--- config.mk ---
export PLATFORM = sky130hd
export DESIGN_NAME = global_phase_normalize
export DESIGN_NICKNAME = d
export VERILOG_FILES = /design/src/rtl/global_phase_normalize.sv
export SDC_FILE = /design/constraint.sdc
export NUM_CORES = 2
export LEC_CHECK = 0
export ABC_AREA = 0
export CORE_UTILIZATION = 40
export DETAILED_ROUTE_END_ITERATION = 10
export HOLD_SLACK_MARGIN = 0.06
export PLACE_DENSITY = 0.61
export SLEW_MARGIN = 20
export SYNTH_ARGS = -nofsm -noshare
export SYNTH_HDL_FRONTEND = slang
export SYNTH_SLANG_ARGS = --single-unit
export TNS_END_PERCENT = 30
--- constraint.sdc ---
create_clock -name clk -period 6.2 [get_ports clk]
set_input_delay 1.24 -clock clk [delete_from_list [all_inputs] [get_ports clk]]
set_output_delay 1.24 -clock clk [all_outputs]
set_load 0.01 [all_outputs]
--- src/rtl/global_phase_normalize.sv ---
// Converts an integer global phase plus a pending count of 1/sqrt(2) factors into
// a fixed-point amplitude pair, applying factor pairs as halvings and an odd factor as a multiply.
module global_phase_normalize #(
    parameter int FRAC_BITS = 16,
    parameter int SQRT_HALF = 46341,
    parameter int MAX_H     = 80
) (
    input  logic               clk,
    input  logic               rst_new,
    input  logic               start_norm,
    input  logic signed [31:0] global_phase_r,
    input  logic signed [31:0] global_phase_i,
    input  logic        [31:0] count_H,
    output logic signed [31:0] amp_r,
    output logic signed [31:0] amp_i,
    output logic               busy,
    output logic               done_norm
);

    typedef enum logic [1:0] {
        IDLE  = 2'd0,
        SCALE = 2'd1,
        DONE  = 2'd2
    } state_t;

    localparam logic signed [31:0] POS_LIM = (32'sd1 <<< (31 - FRAC_BITS)) - 32'sd1;
    localparam logic signed [31:0] NEG_LIM = -(32'sd1 <<< (31 - FRAC_BITS));
    localparam logic signed [63:0] K64     = 64'(SQRT_HALF);
    localparam logic signed [63:0] RND64   = 64'sd1 <<< (FRAC_BITS - 1);
    localparam logic        [31:0] MAX_H_W = 32'(MAX_H);

    state_t             state_q;
    logic signed [31:0] work_r_q, work_i_q;
    logic        [31:0] rem_q;
    logic signed [31:0] amp_r_q, amp_i_q;
    logic               busy_q, done_q;

    logic signed [31:0] cap_r_d, cap_i_d, step_r_d, step_i_d;
    logic        [31:0] cap_rem_d, rem_step_d;

    function automatic logic signed [31:0] sat_shift(input logic signed [31:0] x);
        logic signed [31:0] y;
        if (x > POS_LIM) begin
            y = 32'sh7FFFFFFF;
        end else if (x < NEG_LIM) begin
            y = 32'sh80000000;
        end else begin
            y = x <<< FRAC_BITS;
        end
        return y;
    endfunction

    // Two 1/sqrt(2) factors combine into a rounded halving.
    function automatic logic signed [31:0] pair_step(input logic signed [31:0] x);
        logic signed [32:0] t;
        t = {x[31], x} + 33'sd1;
        return t[32:1];
    endfunction

    function automatic logic signed [31:0] single_step(input logic signed [31:0] x);
        logic signed [63:0] p;
        p = {{32{x[31]}}, x} * K64 + RND64;
        return p[FRAC_BITS +: 32];
    endfunction

    // Capture values and the next scaling step for the current working state.
    always_comb begin
        cap_r_d    = 32'sd0;
        cap_i_d    = 32'sd0;
        cap_rem_d  = 32'd0;
        step_r_d   = 32'sd0;
        step_i_d   = 32'sd0;
        rem_step_d = 32'd0;
        if (count_H > MAX_H_W) begin
            cap_r_d   = 32'sd0;
            cap_i_d   = 32'sd0;
            cap_rem_d = 32'd0;
        end else begin
            cap_r_d   = sat_shift(global_phase_r);
            cap_i_d   = sat_shift(global_phase_i);
            cap_rem_d = count_H;
        end
        if (rem_q >= 32'd2) begin
            step_r_d   = pair_step(work_r_q);
            step_i_d   = pair_step(work_i_q);
            rem_step_d = rem_q - 32'd2;
        end else begin
            step_r_d   = single_step(work_r_q);
            step_i_d   = single_step(work_i_q);
            rem_step_d = 32'd0;
        end
    end

    // Control FSM with registered outputs; steps keep running even once values hit zero.
    always_ff @(posedge clk) begin
        if (rst_new) begin
            state_q  <= IDLE;
            work_r_q <= 32'sd0;
            work_i_q <= 32'sd0;
            rem_q    <= 32'd0;
            amp_r_q  <= 32'sd0;
            amp_i_q  <= 32'sd0;
            busy_q   <= 1'b0;
            done_q   <= 1'b0;
        end else begin
            case (state_q)
                IDLE, DONE: begin
                    done_q <= 1'b0;
                    if (start_norm) begin
                        work_r_q <= cap_r_d;
                        work_i_q <= cap_i_d;
                        rem_q    <= cap_rem_d;
                        busy_q   <= 1'b1;
                        state_q  <= SCALE;
                    end else begin
                        state_q  <= IDLE;
                    end
                end
                SCALE: begin
                    if (rem_q == 32'd0) begin
                        amp_r_q <= work_r_q;
                        amp_i_q <= work_i_q;
                        done_q  <= 1'b1;
                        busy_q  <= 1'b0;
                        state_q <= DONE;
                    end else begin
                        work_r_q <= step_r_d;
                        work_i_q <= step_i_d;
                        rem_q    <= rem_step_d;
                    end
                end
                default: begin
                    state_q <= IDLE;
                    busy_q  <= 1'b0;
                    done_q  <= 1'b0;
                end
            endcase
        end
    end

    assign amp_r     = amp_r_q;
    assign amp_i     = amp_i_q;
    assign busy      = busy_q;
    assign done_norm = done_q;

endmodule

; Word level (Yosys, flattened, before mapping)
; Cells that the tools add are included.
[word_totals]
elab_cells = 60
output_inout_bits = 66
n_memories = 0
in_bits = 99
rom_bits = 0
latch_bits = 0
reg_bits = 164
ramBits = 0
[classes]
order_cmp = 6
n_mux = 25
div = 0
reduce_logical = 8
eq_ne = 5
shift = 0
multipliers = 2
addsub = 5
n_bitwise = 1
[ops]
columns = op, n
row1 = two-way mux 32 bit, 16
row2 = one-hot mux 32 bit (2 select lines), 3
row3 = "adder 48 x 17 -> 48 bit, second input constant", 2
row4 = "multiplier 32 x 17 -> 48 bit, second input constant", 2
row5 = "adder 32 x 2 -> 33 bit, second input constant", 2
row6 = "> comparator 32 x 16 -> 1 bit, second input constant", 2
row7 = "< comparator 32 x 16 -> 1 bit, second input constant", 2
row8 = ">= comparator 32 x 2 -> 1 bit, second input constant", 1
row9 = "> comparator 32 x 7 -> 1 bit, second input constant", 1
row10 = zero test 32 bit, 1
row11 = "subtractor 32 x 2 -> 32 bit, second input constant", 1
row12 = "inequality test 2 bit, second input constant", 3
row13 = one-hot mux 2 bit (2 select lines), 1
row14 = AND reduction 2 bit, 2
row15 = OR reduction 2 bit, 2
row16 = two-way mux 1 bit, 3
row17 = AND reduction 3 bit, 1
row18 = "== test 2 x 1 -> 1 bit, second input constant", 1
row19 = "== test 2 bit, second input constant", 1
row20 = zero test 2 bit, 1
row21 = two-way mux 2 bit, 1
row22 = one-hot mux 1 bit (2 select lines), 1
row23 = nonzero test 2 bit, 1
row24 = inverter 1 bit, 1

; Logic depth before layout (Yosys ltp)
[logic_depth]
depth_word = 6
ltp_mapped = 22
depth_no_buf = 22

; Least setup slack after synthesis
; No wires, ideal clock.
[synth_path]
path_kind = register to register
start = reg work_i_q[7]
end = reg work_i_q[27]
required_ps = 6084
setup_ps = 116
slack_ps = 150
synth_period_minus_slack_ps = 6050
arrival_ps = 5934
path_stages_with_launch = 22
n_path_buf = 1
cell_sequence = dfxtp_1 > ha_1 > inv_1 > fa_1 > inv_1 > fa_1 > fa_1 > fa_1 > inv_1 > fa_1 > inv_1 > ha_1 > clkbuf_1 > a21oi_1 > o211ai_1 > a221oi_1 > o211ai_1 > a2111oi_2 > nor2_1 > a221oi_1 > o32ai_1 > a41o_1
[synth_via]
elab_chain_len = 5
elab_cells_between_ends = 6
classes_between = add/sub: 2 / mul: 1 / mux: 3
[synth_lines]
columns = element, line
row1 = from (decl), 33  ; logic signed [31:0] work_r_q, work_i_q;
row2 = from (signal assigned), 111  ; work_i_q <= cap_i_d;
row3 = from (signal assigned), 128  ; work_i_q <= step_i_d;
row4 = multiplier 32 x 17 -> 48 bit, 62  ; p = {{32{x[31]}}, x} * K64 + RND64;
row5 = adder 48 x 17 -> 48 bit, 62
row6 = two-way mux 32 bit (*), 83  ; if (rem_q >= 32'd2) begin
row7 = two-way mux 32 bit (*), 120  ; if (rem_q == 32'd0) begin
row8 = one-hot mux 32 bit (2 select lines) (*), 106  ; case (state_q)
; Every way passes the cells marked *; elsewhere a longest branch is shown, timed or not. The select of a mux whose other input is x is not followed.
; A chain may end at the register's enable or synchronous reset.

; Worst setup path after layout
[layout_path]
start = reg work_r_q[4]
end = reg work_r_q[16]
[layout_via]
elab_chain_len = 5
elab_cells_between_ends = 6
classes_between = add/sub: 2 / mul: 1 / mux: 3
[layout_lines]
columns = element, line
row1 = from (decl), 33
row2 = from (signal assigned), 110  ; work_r_q <= cap_r_d;
row3 = from (signal assigned), 127  ; work_r_q <= step_r_d;
row4 = multiplier 32 x 17 -> 48 bit, 62
row5 = adder 48 x 17 -> 48 bit, 62
row6 = two-way mux 32 bit (*), 83
row7 = two-way mux 32 bit (*), 120
row8 = one-hot mux 32 bit (2 select lines) (*), 106
; Marked as above.

==> results.json <==
{
  "cp_slowest_cell": "fa_1",
  "synth_fp_nets": 3878,
  "ys_ff_latch": 164,
  "critPathArrivalTime_ns": 6.36,
  "grt_pass1_wl_um": 121000,
  "yosys.cell_types.count": 68,
  "path_clk_slew_ns": 0.08,
  "ant_nets": 0,
  "ys_async_sr_fraction": 0,
  "drive_above_1_share": 0.0959,
  "crit_chain": "ha_1, inv_1, fa_1, inv_1, fa_1, fa_1, inv_1, fa_1, fa_1, inv_1, ha_1, a21oi_1, buf_4, nand3_1, nor3_2, a21oi_2, buf_4, or4_1, a21oi_1, xnor2_1, a211oi_1, nor3_1",
  "cts_sinks": 164,
  "tightest_slew_ns": 1.19,
  "setup_violations": 0,
  "num_io_pins": 165,
  "design_area_um2": 30300,
  "finalMaxSlewViolations": 0,
  "hold_path_class": "reg -> reg",
  "synth_top_area_frac": 0.250,
  "drtIter0Drc": 1378,
  "post-dp-hpwl_um": 61000,
  "n_antenna_cell": 0,
  "yosys.area.top_type": "fa_1",
  "clk_latency_ns": 0.50,
  "critPathRequiredTime_ns": 6.55,
  "clockRootBuffer": "clkbuf_16",
  "die_y_um": 255,
  "wl_per_cell_um": 18.0,
  "wl_um": 74900,
  "fmax_mhz": 166,
  "min_period_ns": 6.01,
  "syn-instance-count": 3014,
  "crit_end": "work_r_q[16]$_SDFFE_PP0P_",
  "grt_pass1_vias": 22173,
  "start_util": 0.405,
  "fp-row-count": 92,
  "synth_edf_count": 0,
  "areaGrowthSynthToFinish_pct": 18.3,
  "ys_seq_area_frac": 0.128,
  "r2r_cells": 22,
  "cts-buffers-inserted": 17,
  "reg2reg_to": "work_r_q[16]$_SDFFE_PP0P_",
  "drc": 0,
  "reg2reg_setup_slack_ns": 0.19,
  "r2r_start": "work_r_q[4]$_SDFFE_PP0P_",
  "status": "complete, no violations",
  "cp-end-kind": "flop",
  "path_buf_inv": 6,
  "die_width_um": 255,
  "syn_area_um2": 25600,
  "yosys_most_used_dff": "dfxtp_1",
  "path_class": "reg -> reg",
  "overflow": 0,
  "viasPerCell": 5.20,
  "clock_path_buffers": 2,
  "cpLargestDelayFamily": "adder cells",
  "cp_common_cell": "fa_1",
  "yosys_warnings": 0,
  "period_share": 0.970,
  "fill_cells": 6159,
  "io_buffers": 164,
  "cts-htree-levels": 4,
  "track_usage": 0.242,
  "hold_viol_final": 0,
  "firstDrtPassIters": 6,
  "finalClockSkew_ns": 0.0148,
  "gp_congestion": 0.923,
  "worstSetupStartpoint": "work_r_q[4]$_SDFFE_PP0P_",
  "cp-start-kind": "flop",
  "yosys-top-cells-area": "fa_1 (25%), ha_1 (22%), dfxtp_1 (13%), inv_1 (10%), a21oi_1 (4.7%)",
  "place_area_um2": 29400,
  "cp_max_fo": 5,
  "cp_num_cells": 22,
  "relSlewSlack": 0.210,
  "antenna_found_initial": 1,
  "grt_max_degree": 81,
  "drv_cap": 0,
  "slowest_delay_ns": 0.56,
  "nNetsFinal": 4168,
  "die-area_um2": 65000,
  "coreArea_um2": 63200,
  "avgSynthCellArea_um2": 8.50,
  "vias": 21637,
  "rsz0062_at_grt": "true",
  "cts_tree": "done"
}
## flip-flops by register name, summed over array words and instances (netlist names)
register,count
amp_i,32
amp_r,32
busy,1
done_norm,1
rem_q,32
state_q,2
work_i_q,32
work_r_q,32
## per-stage QoR
step                      setup TNS (ns)  std cells  hold slack [ns]  utilization  setup WS, ns
final                                  0       4163            0.451        0.479         0.187
after global routing              -0.237       4163            0.470        0.479        -0.102
after CTS                        -0.0494       4160            0.455        0.475       -0.0343
after detailed placement          -0.120       4128            0.446        0.466       -0.0889
after global placement           -0.0405       4128            0.443        0.466       -0.0405
after floorplan                        0       3014            0.429            -         0.150
## logic make-up (layout without fill, tap and decap cells)
kind of cell	Yosys count	count (layout)	synth area share
buffers and inverters	781	1084	0.116
adders and majority gates	765	765	0.468
xor gates and xnor gates	115	115	0.0393
and+or+nand+nor	651	651	0.118
muxes	4	4	0.00156
AOI/OAI and AO/OA	534	534	0.129
DFF	164	164	0.128
## how the worst min path moves through the flow
stage | from | to | slack, ns | depth (start not counted)
3_3_place_gp | amp_i[19]$_SDFFE_PP0P_ | amp_i[19]$_SDFFE_PP0P_ | 0.44 | 2
2_1_floorplan | rem_q[19]$_SDFFE_PP0P_ | rem_q[19]$_SDFFE_PP0P_ | 0.43 | 1
6_report | amp_i[23]$_SDFFE_PP0P_ | amp_i[23]$_SDFFE_PP0P_ | 0.45 | 2
3_5_place_dp | amp_i[23]$_SDFFE_PP0P_ | amp_i[23]$_SDFFE_PP0P_ | 0.45 | 2
5_1_grt | amp_r[19]$_SDFFE_PP0P_ | amp_r[19]$_SDFFE_PP0P_ | 0.47 | 2
4_1_cts | amp_i[23]$_SDFFE_PP0P_ | amp_i[23]$_SDFFE_PP0P_ | 0.46 | 2
## layer usage
layer | wire length, um | GRT usage | part of all wire
met5 | 17 | 0 | 0.00023
met4 | 1450 | 0.0650 | 0.019
met3 | 4020 | 0.0340 | 0.054
met2 | 34900 | 0.398 | 0.47
met1 | 34500 | 0.330 | 0.46
## cell type report
type	count	area [um^2]	area share
multi-input combinational	2069	19600	0.648
sequential	164	3320	0.110
timing repair buffer	360	3110	0.103
inverter	692	2600	0.0858
tap	846	1060	0.0349
clock buffer	18	429	0.0142
clock inverter	14	141	0.00467
## cell usage in the layout, fill, tap and decap left out, drive strengths merged, types with 24 or more instances in the layout
cell and count:
a211oi 38, a21oi 239, a221oi 28, buf 197
clkdlybuf4s50 163, dfxtp 164, fa 320, ha 445
inv 699, nand2 244, nand3 46, nand4 43
nor2 160, nor3 61, nor4 24, o21ai 82
xnor2 69, xor2 46
## synthesized netlist by cell type (all sizes together), types with 6 or more instances
cell type	instances
o21a	6
a311oi	9
a211oi	38
a31oi	11
a21oi	239
nand3	46
o21bai	11
nand4	43
xnor2	69
inv	692
or3	9
dfxtp	164
o211ai	20
a22oi	6
nand2	244
fa	320
or2	8
o221ai	9
xor2	46
ha	445
nor3	61
a221oi	28
o31ai	13
o21ai	82
clkbuf	57
nor4	24
and2	7
buf	32
nor2	160
nand2b	10
a21o	20
and3	8
or4	12
## worst register-to-register path: cells and delay by family (launching register included)
kind                       cells  cell delay [ns]
adders and majority gates      7             3.13
DFF                            1             0.41
and+or+nand+nor                4             0.92
AOI/OAI and AO/OA              4             0.75
buffers and inverters          6             0.55
xor gates and xnor gates       1             0.09
## repair_timing
item / CTS / global route
buffers inserted: 0 / 3
pin swaps: 1 / 21
setup endpoints to repair: 6 / 40
gates resized for setup: 4 / 79
gates cloned: 0 / 0
hold buffers: 0 / 0
Power is left out: the tool's default activity adds up to more than one toggle a clock period on the data nets, which glitch-free logic cannot reach.
